<file path="config.mk">
export PLATFORM = sky130hd
export DESIGN_NAME = btn_debounce
export DESIGN_NICKNAME = d
export VERILOG_FILES = /design/src/rtl/btn_debounce.sv
export SDC_FILE = /design/constraint.sdc
export NUM_CORES = 1
export LEC_CHECK = 0
export CAP_MARGIN = 15
export CELL_PAD_IN_SITES_DETAIL_PLACEMENT = 0
export CELL_PAD_IN_SITES_GLOBAL_PLACEMENT = 1
export CORE_UTILIZATION = 47
export DETAILED_ROUTE_END_ITERATION = 6
export GPL_TIMING_DRIVEN = 0
export HOLD_SLACK_MARGIN = 0.03
export PLACE_DENSITY_LB_ADDON = 0.1
export SYNTH_ARGS = -nofsm -noshare
export SYNTH_HDL_FRONTEND = slang
export SYNTH_SLANG_ARGS = --single-unit
export TNS_END_PERCENT = 5
</file>
<file path="constraint.sdc">
create_clock -name CLK -period 2.35 [get_ports CLK]
set_input_delay 0.235 -clock CLK [delete_from_list [all_inputs] [get_ports CLK]]
set_output_delay 0.235 -clock CLK [all_outputs]
set_load 0.005 [all_outputs]
</file>
<file path="src/rtl/btn_debounce.sv">
// Per-button 2-FF synchroniser, debouncer and press/release/long-press pulse generator.
// Latency: DEBOUNCE_CYCLES+2 edges from a raw level change to btn_level; no backpressure, pulses are fire-and-forget.
module btn_debounce #(
    parameter int N_BTN           = 3,
    parameter int DEBOUNCE_CYCLES = 12000,
    parameter int HOLD_CYCLES     = 12000000
) (
    input  logic             CLK,
    input  logic             RST,
    input  logic [N_BTN-1:0] btn_raw,
    output logic [N_BTN-1:0] btn_level,
    output logic [N_BTN-1:0] btn_press,
    output logic [N_BTN-1:0] btn_release,
    output logic [N_BTN-1:0] btn_long
);

    localparam int DW = $clog2(DEBOUNCE_CYCLES);
    localparam int HW = $clog2(HOLD_CYCLES + 1);

    localparam logic [DW-1:0] DB_TERM  = DW'(DEBOUNCE_CYCLES - 1);
    localparam logic [HW-1:0] HOLD_MAX = HW'(HOLD_CYCLES);
    localparam logic [HW-1:0] HOLD_PRE = HW'(HOLD_CYCLES - 1);

    for (genvar i = 0; i < N_BTN; i++) begin : g_chan
        logic          sync1;
        logic          sync2;
        logic          stable;
        logic [DW-1:0] db_cnt;
        logic [HW-1:0] hold_cnt;
        logic          press_q;
        logic          release_q;
        logic          long_q;

        always_ff @(posedge CLK) begin
            if (RST) begin
                sync1     <= 1'b0;
                sync2     <= 1'b0;
                stable    <= 1'b0;
                db_cnt    <= '0;
                hold_cnt  <= '0;
                press_q   <= 1'b0;
                release_q <= 1'b0;
                long_q    <= 1'b0;
            end else begin
                sync1     <= btn_raw[i];
                sync2     <= sync1;
                press_q   <= 1'b0;
                release_q <= 1'b0;
                long_q    <= 1'b0;

                // Any return to the stable value restarts the count, so short glitches never land.
                if (sync2 == stable) begin
                    db_cnt <= '0;
                end else if (db_cnt == DB_TERM) begin
                    stable    <= sync2;
                    db_cnt    <= '0;
                    press_q   <= sync2;
                    release_q <= ~sync2;
                end else begin
                    db_cnt <= db_cnt + DW'(1);
                end

                // Saturating at HOLD_MAX is what limits btn_long to one pulse per press.
                if (!stable) begin
                    hold_cnt <= '0;
                end else if (hold_cnt != HOLD_MAX) begin
                    hold_cnt <= hold_cnt + HW'(1);
                    long_q   <= (hold_cnt == HOLD_PRE);
                end
            end
        end

        assign btn_level[i]   = stable;
        assign btn_press[i]   = press_q;
        assign btn_release[i] = release_q;
        assign btn_long[i]    = long_q;
    end

endmodule

</file>
==> results of run 1 <==
==> final timing paths <==
path,to,slack [ps],depth (start not counted)
worst max-delay path,g_chan[0].hold_cnt[22]$_SDFFE_PP0P_,270,6
worst min register to register,g_chan[0].sync2$_SDFF_PP0_,430,1
worst min-delay path,g_chan[1].sync1$_SDFF_PP0_,380,2
worst max register to register,g_chan[0].hold_cnt[22]$_SDFFE_PP0P_,270,6
==> stage by stage <==
stage | utilization [%] | power, uW | area [um2]
5_1_grt | 55.4 | 4910 | 6960
4_1_cts | 55.4 | 4810 | 6960
3_3_place_gp | 51.0 | 2330 | 6410
2_1_floorplan | - | 2310 | 6040
6_report | 55.4 | 4740 | 6960
3_5_place_dp | 51.0 | 2330 | 6410
==> Yosys cell counts, types with 3 or more instances <==
cell type,n
dfxtp_1,132
nor2_1,84
nand2_1,48
nand3_1,40
a21oi_1,35
xor2_1,35
xnor2_1,33
nand4_1,31
clkbuf_1,23
nor3_1,23
nor4_1,21
or4_1,21
inv_1,18
o21ai_0,17
and4_1,16
o31ai_1,16
buf_4,12
or3_1,12
and3_1,11
nand2b_1,11
nor2b_1,11
ha_1,9
and2_1,4
a31oi_1,3
buf_2,3
nand4b_1,3
or4b_2,3
==> state kept, by name, indices dropped and copies added, names as in the netlist <==
name              count
g_chan.stable         3
g_chan.long_q         3
g_chan.press_q        3
g_chan.db_cnt        42
g_chan.release_q      3
g_chan.hold_cnt      72
g_chan.sync1          3
g_chan.sync2          3
==> layout make-up <==
class	count	area, um2
Inverter	18	67.6
Multi-Input combinational cell	512	3130
Clock inverter	4	45.0
Tap cell	172	215
Clock buffer	28	507
Sequential cell	132	2640
Fill cell	1184	5600
Timing Repair Buffer	16	155
Buffer	39	203
==> power by group through the flow <==
stage / Clock (uW) / Sequential (uW) / Combinational [uW]
6_report: 2460 / 2250 / 28.5
5_1_grt: 2630 / 2250 / 32.5
4_1_cts: 2530 / 2250 / 29.8
3_5_place_dp: 0 / 2300 / 29.4
3_3_place_gp: 0 / 2300 / 28.7
2_1_floorplan: 0 / 2300 / 17.1
==> placed cells by master (no fill, tap or decap), types with 4 or more instances in the layout <==
cell / Yosys / layout
clkbuf_1: 23 / 30
inv_1: 18 / 18
or4_1: 21 / 21
and4_1: 16 / 16
o21ai_0: 17 / 17
nand4_1: 31 / 31
and2_1: 4 / 4
buf_4: 12 / 12
nor3_1: 23 / 23
nor4_1: 21 / 21
buf_2: 3 / 4
dfxtp_1: 132 / 132
ha_1: 9 / 9
nor2_1: 84 / 84
clkdlybuf4s50_1: 0 / 15
nand2b_1: 11 / 11
nand2_1: 48 / 48
nand3_1: 40 / 40
or3_1: 12 / 12
xnor2_1: 33 / 33
clkbuf_8: 0 / 4
xor2_1: 35 / 35
nor2b_1: 11 / 11
clkbuf_16: 0 / 17
o31ai_1: 16 / 16
a21oi_1: 35 / 35
and3_1: 11 / 11
==> cell families after synthesis <==
logic type	after synthesis
and+or+nand+nor	354
adders and majority gates	9
DFF	132
xor gates and xnor gates	68
muxes	2
AOI/OAI and AO/OA	79
buffers and inverters	57
==> layer usage <==
| metal | wire length, um | GRT usage (%) |
|---|---|---|
| met1 | 5810 | 23.6 |
| met2 | 5690 | 32.0 |
| met3 | 328 | 6.17 |
| met4 | 141 | 8.23 |
| met5 | 0 | 0 |
==> worst register-to-register path: cells and delay by family (launching register included) <==
| family | cells | cell delay (ps) |
|---|---|---|
| and+or+nand+nor | 3 | 1040 |
| DFF | 1 | 400 |
| buffers and inverters | 1 | 210 |
| AOI/OAI and AO/OA | 1 | 140 |
| adders and majority gates | 1 | 220 |
==> metrics.txt, run 1 <==
Via density 5.35; Final Wtd Congestion 0.786; cts bufs inserted 17; Worst Path Arrival 2420 ps; Post-Syn Area 6040 um2; mux contribution to synthesized area 0.331%; top cell type's share of synthesized area 43.7%; Main synth FF type dfxtp_1; CTS tree done; maximum VDD drop 504 uV; Post-CTS Resized 0; dominant cell type by area after synthesis dfxtp_1; WL/cell 13.0 um; Post-Syn Instances 701; synth top area cells dfxtp_1, nor2_1, xor2_1; CP max-delay cell or4_1; First-pass DRT Iterations 5; First DRT Iteration DRCs 250; Detailed Place HPWL 8290 um; Detail Route Antenna Nets 0; WL final 12,000 um; RSZ-0062 raised after global routing no; syn_nets 715; Worst Setup Start Kind flip-flop; crit-path cells ha_1, nand3_1, or3_1, clkbuf_1, or4_1, a21oi_1; Static Leak 0.00216 uW; Core Box Area 12,600 um2; drt drc 0; n_diodes 0; share of layout cells above drive strength 1 7.08%; Fmax 482 MHz; simple-gate share of the synthesized area 32.0%; Place WS 271 ps; Fin Hold WS 379 ps; placement row count 41; non-filler cells, final 921; DR vias 4,926; CP Capture Type flip-flop; Starting Density 48.1%; critical path type flip-flop to flip-flop; Slew Viols, Final 0; clock sinks 132; Compound-Gate Fraction of Synth Area 7.74%; EDFF count, synth 0; Async SR Flop Fraction 0%; total track usage 19.5%; clock root cell clkbuf_16; Max-slew headroom 50.2%; Setup Fix Bufs, Post-CTS 0; Setup Skew 4.25 ps; Worst EP required 2690 ps; sequential fraction of the synthesis area 43.7%; Hold Startpoint btn_raw[1]; start point of the critical path g_chan[0].hold_cnt[0]$_SDFFE_PP0P_; outcome completed; Yosys reg bits 132; Worst Path Max Fanout 8; vias in the first global route 4,515; Yosys warning total 0; max-cap viol count 0; Yosys cell types 46; endpoints failing setup 0; area delta synth->final 15.3%; gr ovfl total 0; Internal 3820 uW; sequential power share 47.5%; Reg-to-Reg Start g_chan[0].hold_cnt[0]$_SDFFE_PP0P_; sw frac 19.3%; initial antenna violation count 0; Syn Area/Cell 8.62 um2; switching power 916 uW; Worst-Margin Slew 741 ps; Die ar. 13,300 um2; dpl cells 889; first-pass GRT wire length 20,400 um; CTS clk-pin slew, worst paths 50 ps; worst hold path class input port to flip-flop; H-tree levels 4; num ports 17; min cycle time layout 2080 ps; worst setup margin 274 ps; largest net degree at the start of global routing 17; clk_lat worst skew 410 ps; Setup Total Neg Slack 0 ps; CTS Hold Bufs 0; Buf/Inv on CP 1; maximum buffer depth of the clock tree 2; main combinational cell family by area after synthesis simple AND/OR/NAND/NOR gates; Synth Area in XOR/XNOR 9.86%; CP top delay family simple AND/OR/NAND/NOR gates; Die Width 115 um; PortBufs 15; fin crit share 88.3%; Power Dens Cells 680 nW/um2; max incr delay on CP 500 ps; Clk pwr share 51.9%; Die Ht 115 um; Adder-Cell Fraction of Synth Area 1.86%; Gate power share 0.6%; fin nets 750; final hold vios 0
No activity file was read; power rests on OpenSTA's default activity.
==> run 2: changes to the inputs <==
--- a/config.mk
+++ b/config.mk
@@ -10,6 +10,7 @@
 export CELL_PAD_IN_SITES_GLOBAL_PLACEMENT = 1
 export CORE_UTILIZATION = 47
 export DETAILED_ROUTE_END_ITERATION = 6
+export GPL_ROUTABILITY_DRIVEN = 0
 export GPL_TIMING_DRIVEN = 0
 export HOLD_SLACK_MARGIN = 0.03
 export PLACE_DENSITY_LB_ADDON = 0.1
==> results of run 2 <==
No change in the layout: final DEF, timing and power equal those of run 1.
==> run 3: changes to the inputs <==
--- a/config.mk
+++ b/config.mk
@@ -8,7 +8,7 @@
 export CAP_MARGIN = 15
 export CELL_PAD_IN_SITES_DETAIL_PLACEMENT = 0
 export CELL_PAD_IN_SITES_GLOBAL_PLACEMENT = 1
-export CORE_UTILIZATION = 47
+export CORE_UTILIZATION = 36
 export DETAILED_ROUTE_END_ITERATION = 6
 export GPL_ROUTABILITY_DRIVEN = 0
 export GPL_TIMING_DRIVEN = 0
@@ -17,4 +17,4 @@
 export SYNTH_ARGS = -nofsm -noshare
 export SYNTH_HDL_FRONTEND = slang
 export SYNTH_SLANG_ARGS = --single-unit
-export TNS_END_PERCENT = 5
+export TNS_END_PERCENT = 100
==> constraint.sdc (replaced) <==
create_clock -name CLK -period 2.1 [get_ports CLK]
set_input_delay 0.21 -clock CLK [delete_from_list [all_inputs] [get_ports CLK]]
set_output_delay 0.21 -clock CLK [all_outputs]
set_load 0.005 [all_outputs]
==> run 3 against run 2 <==
  * Clock-buffer cell count down 7
  * Global-route usage decreased by 4.1 points
  * Worst setup slack worse by 180 ps
  * Fmax is 3.6% higher
  * Wire length grew 5.5%
  * Via count grew 0.79%
  * First-iteration DRC count shrank 28%
  * Critical path depth is 1 lower
  * Sequential share of layout area down 0.61 points
  * Core utilization fell by 11 points
  * Die area up 30%
  * Largest cell class unchanged
==> metrics.txt, run 3 (synthesized netlist as in run 1, its figures left out) <==
Die Width 132 um (was 115 um); H-tree levels 4 (unchanged); commonest cells after routing, fill and taps aside dfxtp_1, nor2_1, nand2_1 (unchanged); Design Power 5480 uW (was 4740 uW); First DRT Iteration DRCs 180 (was 250); WL final 12,600 um (was 12,000 um); Worst Setup Start Kind flip-flop (unchanged); cts bufs inserted 17 (unchanged); vias in the first global route 4,696 (was 4,515); most common cell after layout, fill and taps aside dfxtp_1 (unchanged); Starting Density 37.5% (was 48.1%); drt drc 0 (unchanged); Max-slew headroom 48.9% (was 50.2%); Worst Path Arrival 2280 ps (was 2420 ps); Core Box Area 16,100 um2 (was 12,600 um2); reg-to-reg endpoint g_chan[2].hold_cnt[1]$_SDFFE_PP0P_ (was g_chan[0].hold_cnt[22]$_SDFFE_PP0P_); Hold Startpoint btn_raw[1] (unchanged); Slew Viols, Final 0 (unchanged); max reg flops 72 (unchanged); min cycle time layout 2000 ps (was 2080 ps); First-pass DRT Iterations 4 (was 5); start point of the critical path g_chan[2].hold_cnt[14]$_SDFFE_PP0P_ (was g_chan[0].hold_cnt[0]$_SDFFE_PP0P_); Largest regs g_chan.hold_cnt: 72 flops, g_chan.db_cnt: 42 flops (unchanged); Hold Path End g_chan[1].sync1$_SDFF_PP0_ (unchanged); total track usage 15.4% (was 19.5%); first-pass GRT wire length 21,800 um (was 20,400 um); worst r2r path cells 5 (was 6); hold path depth 2 (unchanged); endpoints failing setup 0 (unchanged); outcome completed (unchanged); Static Leak 0.00218 uW (was 0.00216 uW); CTS tree done (unchanged); WL/cell 13.1 um (was 13.0 um); largest net degree at the start of global routing 17 (unchanged); gr ovfl total 0 (unchanged); share of layout cells above drive strength 1 9.38% (was 7.08%); worst hold path class input port to flip-flop (unchanged); CTS clk-pin slew, worst paths 50 ps (about the same); Worst-Margin Slew 760 ps (was 741 ps); Reg-to-Reg Start g_chan[2].hold_cnt[14]$_SDFFE_PP0P_ (was g_chan[0].hold_cnt[0]$_SDFFE_PP0P_); R2R setup slack 100 ps (was 270 ps); Die Ht 132 um (was 115 um); Power Dens Cells 772 nW/um2 (was 680 nW/um2); max-cap viol count 0 (unchanged); CP Capture Type flip-flop (unchanged); final design utilization 44.0% (was 55.4%); initial antenna violation count 0 (unchanged); fin nets 748 (was 750); clock sinks 132 (unchanged); n_diodes 0 (unchanged); PortBufs 15 (unchanged); Setup Skew 7.91 ps (was 4.25 ps); clock root cell clkbuf_16 (unchanged); Via density 5.16 (was 5.35); final hold vios 0 (unchanged); Fmax 499 MHz (was 482 MHz); Worst EP required 2370 ps (was 2690 ps); Fillers 1,610 (was 1,184); Die ar. 17,300 um2 (was 13,300 um2); clk_lat worst skew 410 ps (about the same); maximum VDD drop 531 uV (was 504 uV); maximum buffer depth of the clock tree 2 (unchanged); RSZ-0062 raised after global routing no (unchanged); placement row count 46 (was 41); num ports 17 (unchanged); Detailed Place HPWL 8770 um (was 8290 um); critical path type flip-flop to flip-flop (unchanged); Worst Path Max Fanout 8 (unchanged); DR vias 4,965 (was 4,926); Detail Route Antenna Nets 0 (unchanged); Top reg by flops g_chan.hold_cnt (unchanged); area delta synth->final 17.4% (was 15.3%); fin crit share 95.5% (was 88.3%)
## run 3: metrics by stage
step                      setup TNS (ps)  instances  hold WS (ps)  area, um2  worst slack (ps)
after floorplan                        0        701           338       6040               255
final                                  0        962           355       7090              95.3
after global routing                   0        962           354       7090              9.25
after CTS                              0        963           337       7060              12.4
after global placement              -545        932           423       6460              -158
after detailed placement            -535        932           428       6460              -161
## run 3: power by group
| group | switching (uW) | total, uW | leakage (uW) | internal, uW |
|---|---|---|---|---|
| Sequential | 4.50 | 2520 | 0.00107 | 2510 |
| Clock | 1080 | 2930 | 0.000290 | 1850 |
| Combinational | 17.3 | 31.8 | 0.000821 | 14.5 |
## run 3: worst max-delay path by stage
| stage | cells past startpoint | to |
|---|---|---|
| 2_1_floorplan | 6 | g_chan[0].db_cnt[10]$_SDFF_PP0_ |
| 3_3_place_gp | 5 | g_chan[2].hold_cnt[16]$_SDFFE_PP0P_ |
| 3_5_place_dp | 5 | g_chan[2].hold_cnt[16]$_SDFFE_PP0P_ |
| 4_1_cts | 6 | g_chan[0].hold_cnt[22]$_SDFFE_PP0P_ |
| 5_1_grt | 5 | g_chan[0].hold_cnt[23]$_SDFFE_PP0P_ |
| 6_report | 5 | g_chan[2].hold_cnt[1]$_SDFFE_PP0P_ |
## run 3: layout make-up
cell class                      instances  area [um2]  area share [%]
Buffer                                 35         193            2.72
Clock buffer                           21         480            6.77
Clock inverter                         10         105            1.48
Inverter                               18        67.6           0.952
Multi-Input combinational cell        512        3160            44.5
Sequential cell                       132        2650            37.3
Tap cell                              216         270            3.81
Timing Repair Buffer                   18         173            2.43
## run 3: worst max-delay path, stage by stage (launching register included)
cell	delay, ps
dfxtp_1	290
clkbuf_1	180
or4b_1	590
or4_1	540
o21ai_0	180
a21oi_1	90
## run 3: layer usage
| metal | track usage, % | routed length, um | vias up |
|---|---|---|---|
| met1 | 18.2 | 6150 | 2328 |
| met5 | 0 | 0 | - |
| li1 | - | - | 2580 |
| met4 | 5.36 | 117 | 0 |
| met2 | 26.5 | 6050 | 50 |
| met3 | 4.36 | 316 | 7 |
## run 3: what timing repair did
action | CTS | global route
hold buffers | 0 | 0
pin swaps | 0 | 1
gates resized for setup | 2 | 11
buffers inserted | 0 | 3
setup endpoints to repair | 6 | 40
hold endpoints to repair | 0 | 0
